$ cat config.mk
export PLATFORM = sky130hd
export DESIGN_NAME = decode_queue_stage
export DESIGN_NICKNAME = d
export VERILOG_FILES = /design/src/rtl/decode_pkg.sv /design/src/rtl/rv_ctrl_decoder.sv /design/src/rtl/decode_queue_stage.sv
export SDC_FILE = /design/constraint.sdc
export NUM_CORES = 1
export LEC_CHECK = 0
export ABC_AREA = 0
export BUFFER_PORTS_ARGS = -buffer_cell sky130_fd_sc_hd__clkbuf_2
export CORE_UTILIZATION = 23
export DETAILED_ROUTE_END_ITERATION = 7
export GPL_ROUTABILITY_DRIVEN = 1
export PLACE_DENSITY = 0.39
export SLEW_MARGIN = 20
export SYNTH_ARGS = -nofsm -noshare
export SYNTH_HDL_FRONTEND = slang
export SYNTH_HIERARCHICAL = 1
export SYNTH_SLANG_ARGS = --single-unit
$ cat constraint.sdc
create_clock -name clk -period 5.95 [get_ports clk]
set_input_delay 1.4875 -clock clk [delete_from_list [all_inputs] [get_ports clk]]
set_output_delay 1.4875 -clock clk [all_outputs]
set_load 0.02 [all_outputs]
$ cat src/rtl/decode_pkg.sv
// Shared decode definitions: opcodes, the control bundle layout, the
// result/immediate source encodings and the Zbb unary imm12 constants.
package decode_pkg;

    localparam logic [6:0] OP_LOAD   = 7'b0000011;
    localparam logic [6:0] OP_STORE  = 7'b0100011;
    localparam logic [6:0] OP_RTYPE  = 7'b0110011;
    localparam logic [6:0] OP_IALU   = 7'b0010011;
    localparam logic [6:0] OP_BRANCH = 7'b1100011;
    localparam logic [6:0] OP_JAL    = 7'b1101111;
    localparam logic [6:0] OP_JALR   = 7'b1100111;
    localparam logic [6:0] OP_LUI    = 7'b0110111;
    localparam logic [6:0] OP_AUIPC  = 7'b0010111;

    typedef enum logic [1:0] {
        RES_ALU = 2'b00,
        RES_MEM = 2'b01,
        RES_PC4 = 2'b10,
        RES_IMM = 2'b11
    } result_src_e;

    typedef enum logic [2:0] {
        IMM_I = 3'b000,
        IMM_S = 3'b001,
        IMM_B = 3'b010,
        IMM_J = 3'b011,
        IMM_U = 3'b100
    } imm_src_e;

    localparam logic [2:0]  ZBB_FUNCT3    = 3'b001;
    localparam logic [11:0] ZBB_IMM_CLZ   = 12'h600;
    localparam logic [11:0] ZBB_IMM_CTZ   = 12'h601;
    localparam logic [11:0] ZBB_IMM_CPOP  = 12'h602;

    typedef struct packed {
        logic       reg_write;
        logic       mem_write;
        logic       branch;
        logic       jump;
        logic       jalr;
        logic       alu_src;
        logic [1:0] alu_op;
        logic [1:0] result_src;
        logic [2:0] imm_src;
        logic       zbb;
        logic       illegal;
    } ctrl_t;

    // True for the I-ALU encodings that Zbb uses for clz/ctz/cpop.
    function automatic logic is_zbb_unary(input logic [31:0] instr);
        logic [11:0] imm12;
        imm12 = instr[31:20];
        return (instr[6:0] == OP_IALU) && (instr[14:12] == ZBB_FUNCT3) &&
               ((imm12 == ZBB_IMM_CLZ) || (imm12 == ZBB_IMM_CTZ) ||
                (imm12 == ZBB_IMM_CPOP));
    endfunction

endpackage

$ cat src/rtl/rv_ctrl_decoder.sv
// Combinational RV32I main decoder: raw instruction -> ctrl_t.
// Build option: define ZBB_DECODE_EN to decode clz/ctz/cpop; otherwise
// those encodings are flagged illegal.
module rv_ctrl_decoder
    import decode_pkg::*;
(
    input  logic [31:0] instr,
    output ctrl_t       ctrl
);

    logic [6:0] opcode;
    logic       unused_fields;

    assign opcode        = instr[6:0];
    // Register specifiers do not affect the control bundle.
    assign unused_fields = ^{instr[19:15], instr[11:7]};

    // Opcode decode; illegal encodings zero every bit except illegal.
    always_comb begin
        ctrl = '0;
        case (opcode)
            OP_LOAD: begin
                ctrl.reg_write  = 1'b1;
                ctrl.alu_src    = 1'b1;
                ctrl.result_src = RES_MEM;
            end
            OP_STORE: begin
                ctrl.mem_write = 1'b1;
                ctrl.alu_src   = 1'b1;
                ctrl.imm_src   = IMM_S;
            end
            OP_RTYPE: begin
                ctrl.reg_write = 1'b1;
                ctrl.alu_op    = 2'b10;
            end
            OP_IALU: begin
                if (is_zbb_unary(instr)) begin
`ifdef ZBB_DECODE_EN
                    ctrl.reg_write = 1'b1;
                    ctrl.alu_op    = 2'b10;
                    ctrl.zbb       = 1'b1;
`else
                    ctrl.illegal   = 1'b1;
`endif
                end else begin
                    ctrl.reg_write = 1'b1;
                    ctrl.alu_src   = 1'b1;
                    ctrl.alu_op    = 2'b10;
                end
            end
            OP_BRANCH: begin
                ctrl.branch  = 1'b1;
                ctrl.alu_op  = 2'b01;
                ctrl.imm_src = IMM_B;
            end
            OP_JAL: begin
                ctrl.reg_write  = 1'b1;
                ctrl.jump       = 1'b1;
                ctrl.result_src = RES_PC4;
                ctrl.imm_src    = IMM_J;
            end
            OP_JALR: begin
                ctrl.reg_write  = 1'b1;
                ctrl.jump       = 1'b1;
                ctrl.jalr       = 1'b1;
                ctrl.alu_src    = 1'b1;
                ctrl.result_src = RES_PC4;
            end
            OP_LUI: begin
                ctrl.reg_write  = 1'b1;
                ctrl.result_src = RES_IMM;
                ctrl.imm_src    = IMM_U;
            end
            OP_AUIPC: begin
                ctrl.reg_write = 1'b1;
                ctrl.alu_src   = 1'b1;
                ctrl.imm_src   = IMM_U;
            end
            default: begin
                ctrl.illegal = 1'b1;
            end
        endcase
        // Compressed/reserved quadrants are never valid here.
        if (instr[1:0] != 2'b11) begin
            ctrl         = '0;
            ctrl.illegal = 1'b1;
        end
    end

endmodule

$ cat src/rtl/decode_queue_stage.sv
// Registered decode stage: decodes fetched instructions and buffers
// {ctrl, instr, pc} in a DEPTH-entry FIFO between fetch and execute.
// Build option: ZBB_DECODE_EN (passed through to rv_ctrl_decoder).
module decode_queue_stage
    import decode_pkg::*;
#(
    parameter int XLEN  = 32,
    parameter int DEPTH = 4,
    parameter int CNT_W = 8
) (
    input  logic                       clk,
    input  logic                       reset,
    input  logic                       in_valid,
    output logic                       in_ready,
    input  logic [31:0]                in_instr,
    input  logic [XLEN-1:0]            in_pc,
    input  logic                       flush,
    output logic                       out_valid,
    input  logic                       out_ready,
    output ctrl_t                      out_ctrl,
    output logic [31:0]                out_instr,
    output logic [XLEN-1:0]            out_pc,
    output logic [$clog2(DEPTH):0]     level,
    output logic [CNT_W-1:0]           illegal_count
);

    localparam int AW = $clog2(DEPTH);
    localparam int LW = AW + 1;

    typedef struct packed {
        ctrl_t            ctrl;
        logic [31:0]      instr;
        logic [XLEN-1:0]  pc;
    } entry_t;

    entry_t          mem_q [DEPTH];
    entry_t          mem_d [DEPTH];
    logic [AW-1:0]   wr_ptr_q, wr_ptr_d;
    logic [AW-1:0]   rd_ptr_q, rd_ptr_d;
    logic [LW-1:0]   level_q, level_d;
    logic [CNT_W-1:0] cnt_q, cnt_d;

    ctrl_t           in_ctrl;
    logic            push;
    logic            pop;

    rv_ctrl_decoder u_dec (
        .instr (in_instr),
        .ctrl  (in_ctrl)
    );

    // in_ready looks only at registered level so it never depends on out_ready.
    assign in_ready  = !reset && (level_q < LW'(DEPTH));
    assign out_valid = (level_q != '0);
    assign push      = in_valid && in_ready && !flush;
    assign pop       = out_valid && out_ready && !flush;

    assign out_ctrl      = mem_q[rd_ptr_q].ctrl;
    assign out_instr     = mem_q[rd_ptr_q].instr;
    assign out_pc        = mem_q[rd_ptr_q].pc;
    assign level         = level_q;
    assign illegal_count = cnt_q;

    // Next-state for storage, pointers, occupancy and the illegal counter.
    always_comb begin
        mem_d    = mem_q;
        wr_ptr_d = wr_ptr_q;
        rd_ptr_d = rd_ptr_q;
        level_d  = level_q;
        cnt_d    = cnt_q;
        if (flush) begin
            wr_ptr_d = '0;
            rd_ptr_d = '0;
            level_d  = '0;
        end else begin
            if (push) begin
                mem_d[wr_ptr_q] = '{ctrl: in_ctrl, instr: in_instr, pc: in_pc};
                wr_ptr_d        = wr_ptr_q + 1'b1;
                if (in_ctrl.illegal && (cnt_q != {CNT_W{1'b1}})) begin
                    cnt_d = cnt_q + 1'b1;
                end
            end
            if (pop) begin
                rd_ptr_d = rd_ptr_q + 1'b1;
            end
            case ({push, pop})
                2'b10:   level_d = level_q + LW'(1);
                2'b01:   level_d = level_q - LW'(1);
                default: level_d = level_q;
            endcase
        end
    end

    // State registers; reset also clears storage so the head reads zero.
    always_ff @(posedge clk) begin
        if (reset) begin
            for (int i = 0; i < DEPTH; i++) begin
                mem_q[i] <= '0;
            end
            wr_ptr_q <= '0;
            rd_ptr_q <= '0;
            level_q  <= '0;
            cnt_q    <= '0;
        end else begin
            mem_q    <= mem_d;
            wr_ptr_q <= wr_ptr_d;
            rd_ptr_q <= rd_ptr_d;
            level_q  <= level_d;
            cnt_q    <= cnt_d;
        end
    end

endmodule

# Yosys cells after proc, flatten, opt, wreduce, memory -nomap -nowiden
# Index checks and enable logic that the tools add are counted.
# Widths: inputs -> output; s select.
# word_totals
n_memories,0
mem_bits_ro,0
register_bits,331
ram_bits,0
latchBits,0
# classes
shifts,0
reduce_logical,23
bitwise_logic,3
n_mux,21
n_div,0
addsub,5
n_lt_le_gt_ge,4
mul,0
n_eq_ne,17
# ops
op,count
$bwmux 316,1
$mux 79,3
$bmux 79 s2,1
$demux 79 s2,1
$eq 12x11->1 const B,3
$eq 7x6->1 const B,3
$eq 7x7->1 const B,3
$mux 15,1
$eq 7x5->1 const B,2
$pmux 2 s3,2
$pmux 3 s4,1
$logic_and 1x1->1,9
$add 8x1->8 const B,1
$ne 8x8->1 const B,1
$reduce_or 8->1,1
$eq 7x2->1 const B,1
$ge 3x3->1 const B,2
$mux 1,6
$not 2->3,2
$pmux 1 s2,3
$pmux 3 s2,1
$reduce_or 2->1,3
$reduce_or 6->1,1
$add 2x1->2 const B,2
other kinds (17),19

# Longest topological paths before layout
# logic_depth
depth_word,9
mapped_depth,11

# Hierarchy
# Netlist, hierarchy kept.
# by_module_without_submodules
module,n_inst,area_per_inst_um2,cells_per_inst
decode_queue_stage,1,14537.7,1632
rv_ctrl_decoder,1,335.3,58

# Worst setup path before layout
# Ideal clock, no wire load.
# synth_path
path_kind,input port to output port
startpoint,input reset
endpoint,output in_ready
path_buffers,2
path_stages,3
required_ns,4.463
path_slack_ns,2.292
arrival_time_ns,2.171
path_cell_list,clkbuf_1 clkbuf_1 nor2_1
# synth_between
elab_chain_len,2
# synth_rtl
item,line_no,source
start: declaration,decode_queue_stage.sv:12,"input logic reset,"
$logic_not 1->1,decode_queue_stage.sv:53,assign in_ready = !reset && (level_q < LW'(DEPTH));
$logic_and 1x1->1,decode_queue_stage.sv:53,
end: declaration,decode_queue_stage.sv:14,"output logic in_ready,"
# No other way between the ends.

# Worst setup path in the final report
# layout_path
startpoint,register rd_ptr_q[1]
endpoint,output out_pc[6]
# layout_between
elab_chain_len,4
# layout_rtl
item,line_no,source
start: declaration,decode_queue_stage.sv:39,"logic [AW-1:0] rd_ptr_q, rd_ptr_d;"
start signal: assignment,decode_queue_stage.sv:107,rd_ptr_q <= rd_ptr_d;
$not 2->3 (implied by the code),decode_queue_stage.sv:60,assign out_pc = mem_q[rd_ptr_q].pc;
$bmux 79 s2,decode_queue_stage.sv:60,
$mux 79 (implied by the code) (2 in a row),decode_queue_stage.sv:60,
end: declaration,decode_queue_stage.sv:22,"output logic [XLEN-1:0] out_pc,"
# No other way between the ends. The select of a mux whose other input is x is not followed.

==> out/results.ini <==
[critical_path]
worst_setup_path_end_kind = primary output
startpoint = rd_ptr_q[1]
cp_num_buf_inv = 2
cp_data_required_time_ns = 4.46
worstPathArrival_ns = 2.67
crit_end = out_pc[6]
crit_family = flip-flops
start_kind = flop
cp_cell_sequence = buf_4 -> mux4_2 -> clkbuf_2
crit_fanout = 38
crit_cells = 3
reg2reg_depth = 6
critPathSlowestCell = dfxtp_4
worstSetupPathType = reg2out
cpPeakStageDelay_ns = 0.91
r2r_slack_ns = 2.83
r2r-start = wr_ptr_q[1]
timing.rr.end = mem_q[209]

[sta]
max-slew-margin-rel_pct = 22.3
fin_setup_tns_ns = 0
fin_crit_sh_pct = 69.8
tightest_slew_ns = 1.17
finalSetupViolCount = 0
slew_viol_final = 0
worst_clock_skew_ns = 0.0241
whs_ns = 0.472
hold_viol = 0
fmax_mhz = 241
min_period_ns = 4.15
rsz0062_at_grt = false

[clock_tree]
clk_pin_slew_ns = 0.06
cts_sinks = 331
ctsLongestPathBuffers = 3
cts_tree = done
cts_resized = 0
htree_num_levels = 2
cts_setup_buffers = 0
root_buffer = clkbuf_16
cts_buffers = 41
ctsHoldBuffers = 0
clock_latency_ns = 0.56

[floorplanning]
initial_core_util_pct = 23.4
row_count = 92
die-area_sq_mm = 0.0657
dieWidth_um = 256
coreArea_sq_mm = 0.0634
die_h_um = 256
io_pins = 161

[route]
via_count = 13500
ant_nets = 0
drc = 0
drt-initial-drc-count = 1154
wire_per_inst_um = 21.2
routed_wl_um = 54800
drt_pass1_iterations = 7
via_per_inst = 5.21

[layout]
fin_nets = 1787
final_common_cell = dfxtp_1
mostFrequentLayoutCells = 329 x dfxtp_1, 323 x a21oi_1, 321 x nand3_1
syn_to_final_growth_pct = 17.5
finalInstanceArea_sq_mm = 0.0175
drive_above_1_share_pct = 19.5
fin_cells = 2586
fillers = 6707
utilization_pct = 27.6

[yosys]
ys_types = 50
synth_top_family_by_area = compound AO/OA/AOI/OAI gates
synth_ff_type = dfxtp_1
synth-xor-area-share_pct = 0.236
synth.ff_latch_count = 331
syn_avg_cell_area_sq_um = 8.80
synth_mux_area_share_pct = 12.2
ys_warn_count = 6
syn_inst = 1690
synth-seq-area-share_pct = 44.6
yosys.area_share.simple_pct = 13.6
async_flop_share_pct = 0
syn_area_sq_mm = 0.0149
synth_compound_area_share_pct = 22.6
syn-num-nets = 1766
synth-edff-count = 0
synth_adder_area_share_pct = 0.639

[placed_design]
place_congestion = 0.709
dpl.cell_count = 2514
io_buffers = 160
hpwl_um = 28700
placed_area_sq_mm = 0.0161

[pwr]
share_seq_of_total_power_pct = 44.1
pwr-share-comb_pct = 6.6
p_int_mw = 3.83
power_leakage_nw = 5.48
swShare_pct = 24.9
p_sw_mw = 1.27
pwr-share-clk_pct = 49.3
peakVddDrop_v = 0.000139
powerDensity_mw_per_mm2 = 292

[status]
status = completed

[grt]
grt_max_degree = 222
antenna_found_initial = 1
grt_usage_pct = 16.2
grt_pass1_vias = 13100
grt_first_pass_wirelength_um = 83600
gr-total-overflow = 0

[job]
maxCapViolations = 0

[worst_hold_path]
hold_class = reg2reg

registers in the layout, summed over array words and instances, names as in the netlist:
name           flops
mem_q            316
level              3
rd_ptr_q           2
wr_ptr_q           2
illegal_count      8
synth_stat cells (all sizes together) (8+ instances only):
cell,instances,area [sq um]
mux4,79,1780
dfxtp,331,6630
buf,62,349
nand3,321,1610
nand2,8,30.0
nor2,13,48.8
inv,12,45.1
nor3,10,50.1
a21oi,323,1620
o21ai,319,1600
clkbuf,139,522
worst min-delay path, stage by stage, from the launching register on:
cell and delay, ns:
dfxtp_1 0.30, o21ai_0 0.06, a21oi_1 0.06
power groups by stage:
stage	sequential, mW	combinational, mW	clock, mW
after floorplan	2.29	0.196	0
after global placement	2.30	0.338	0
after detailed placement	2.30	0.339	0
after CTS	2.25	0.340	2.60
after global routing	2.25	0.363	2.69
final	2.25	0.337	2.51
logic make-up (layout without fill, tap and decap cells):
logic type	after synthesis	in the layout
other cells	1	2
xor+xnor	4	4
compound gates	661	661
buf+inv	213	262
flops	331	331
mux	82	82
fa+ha+maj	7	7
simple gates	391	391
worst min-delay path by stage:
stage,start,to,slack (ns),cells past startpoint
2_1_floorplan,mem_q[110],mem_q[110],0.45,2
3_3_place_gp,mem_q[151],mem_q[151],0.46,2
3_5_place_dp,mem_q[68],mem_q[68],0.47,2
4_1_cts,mem_q[51],mem_q[51],0.47,2
5_1_grt,mem_q[114],mem_q[114],0.49,2
6_report,mem_q[14],mem_q[14],0.47,2
layout make-up:
type                            instances  area, sq um  area share, %
Clock inverter                          9          103          0.587
Inverter                               12         57.6          0.329
Tap cell                              846         1060           6.06
Multi-Input combinational cell       1146         7380           42.2
Clock buffer                           62         1230           7.07
Timing Repair Buffer                  179         1000           5.74
Sequential cell                       331         6630           38.0
Antenna cell                            1         2.50         0.0143
per-layer routing:
| metal | wire, um | vias to the layer above | track usage, % |
|---|---|---|---|
| met5 | 11 | - | 0 |
| met4 | 878 | 2 | 3.79 |
| met3 | 3130 | 63 | 3.03 |
| met2 | 25600 | 408 | 26.0 |
| met1 | 25100 | 6717 | 22.3 |
| li1 | - | 6277 | - |
per-stage QoR:
stage | total power, mW | setup slack, ns
finish | 5.10 | 1.80
global route | 5.30 | 1.63
CTS | 5.18 | 1.68
detailed placement | 2.64 | 1.77
global placement | 2.63 | 1.76
floorplan | 2.49 | 2.29
No activity file was read; power rests on OpenSTA's default activity.
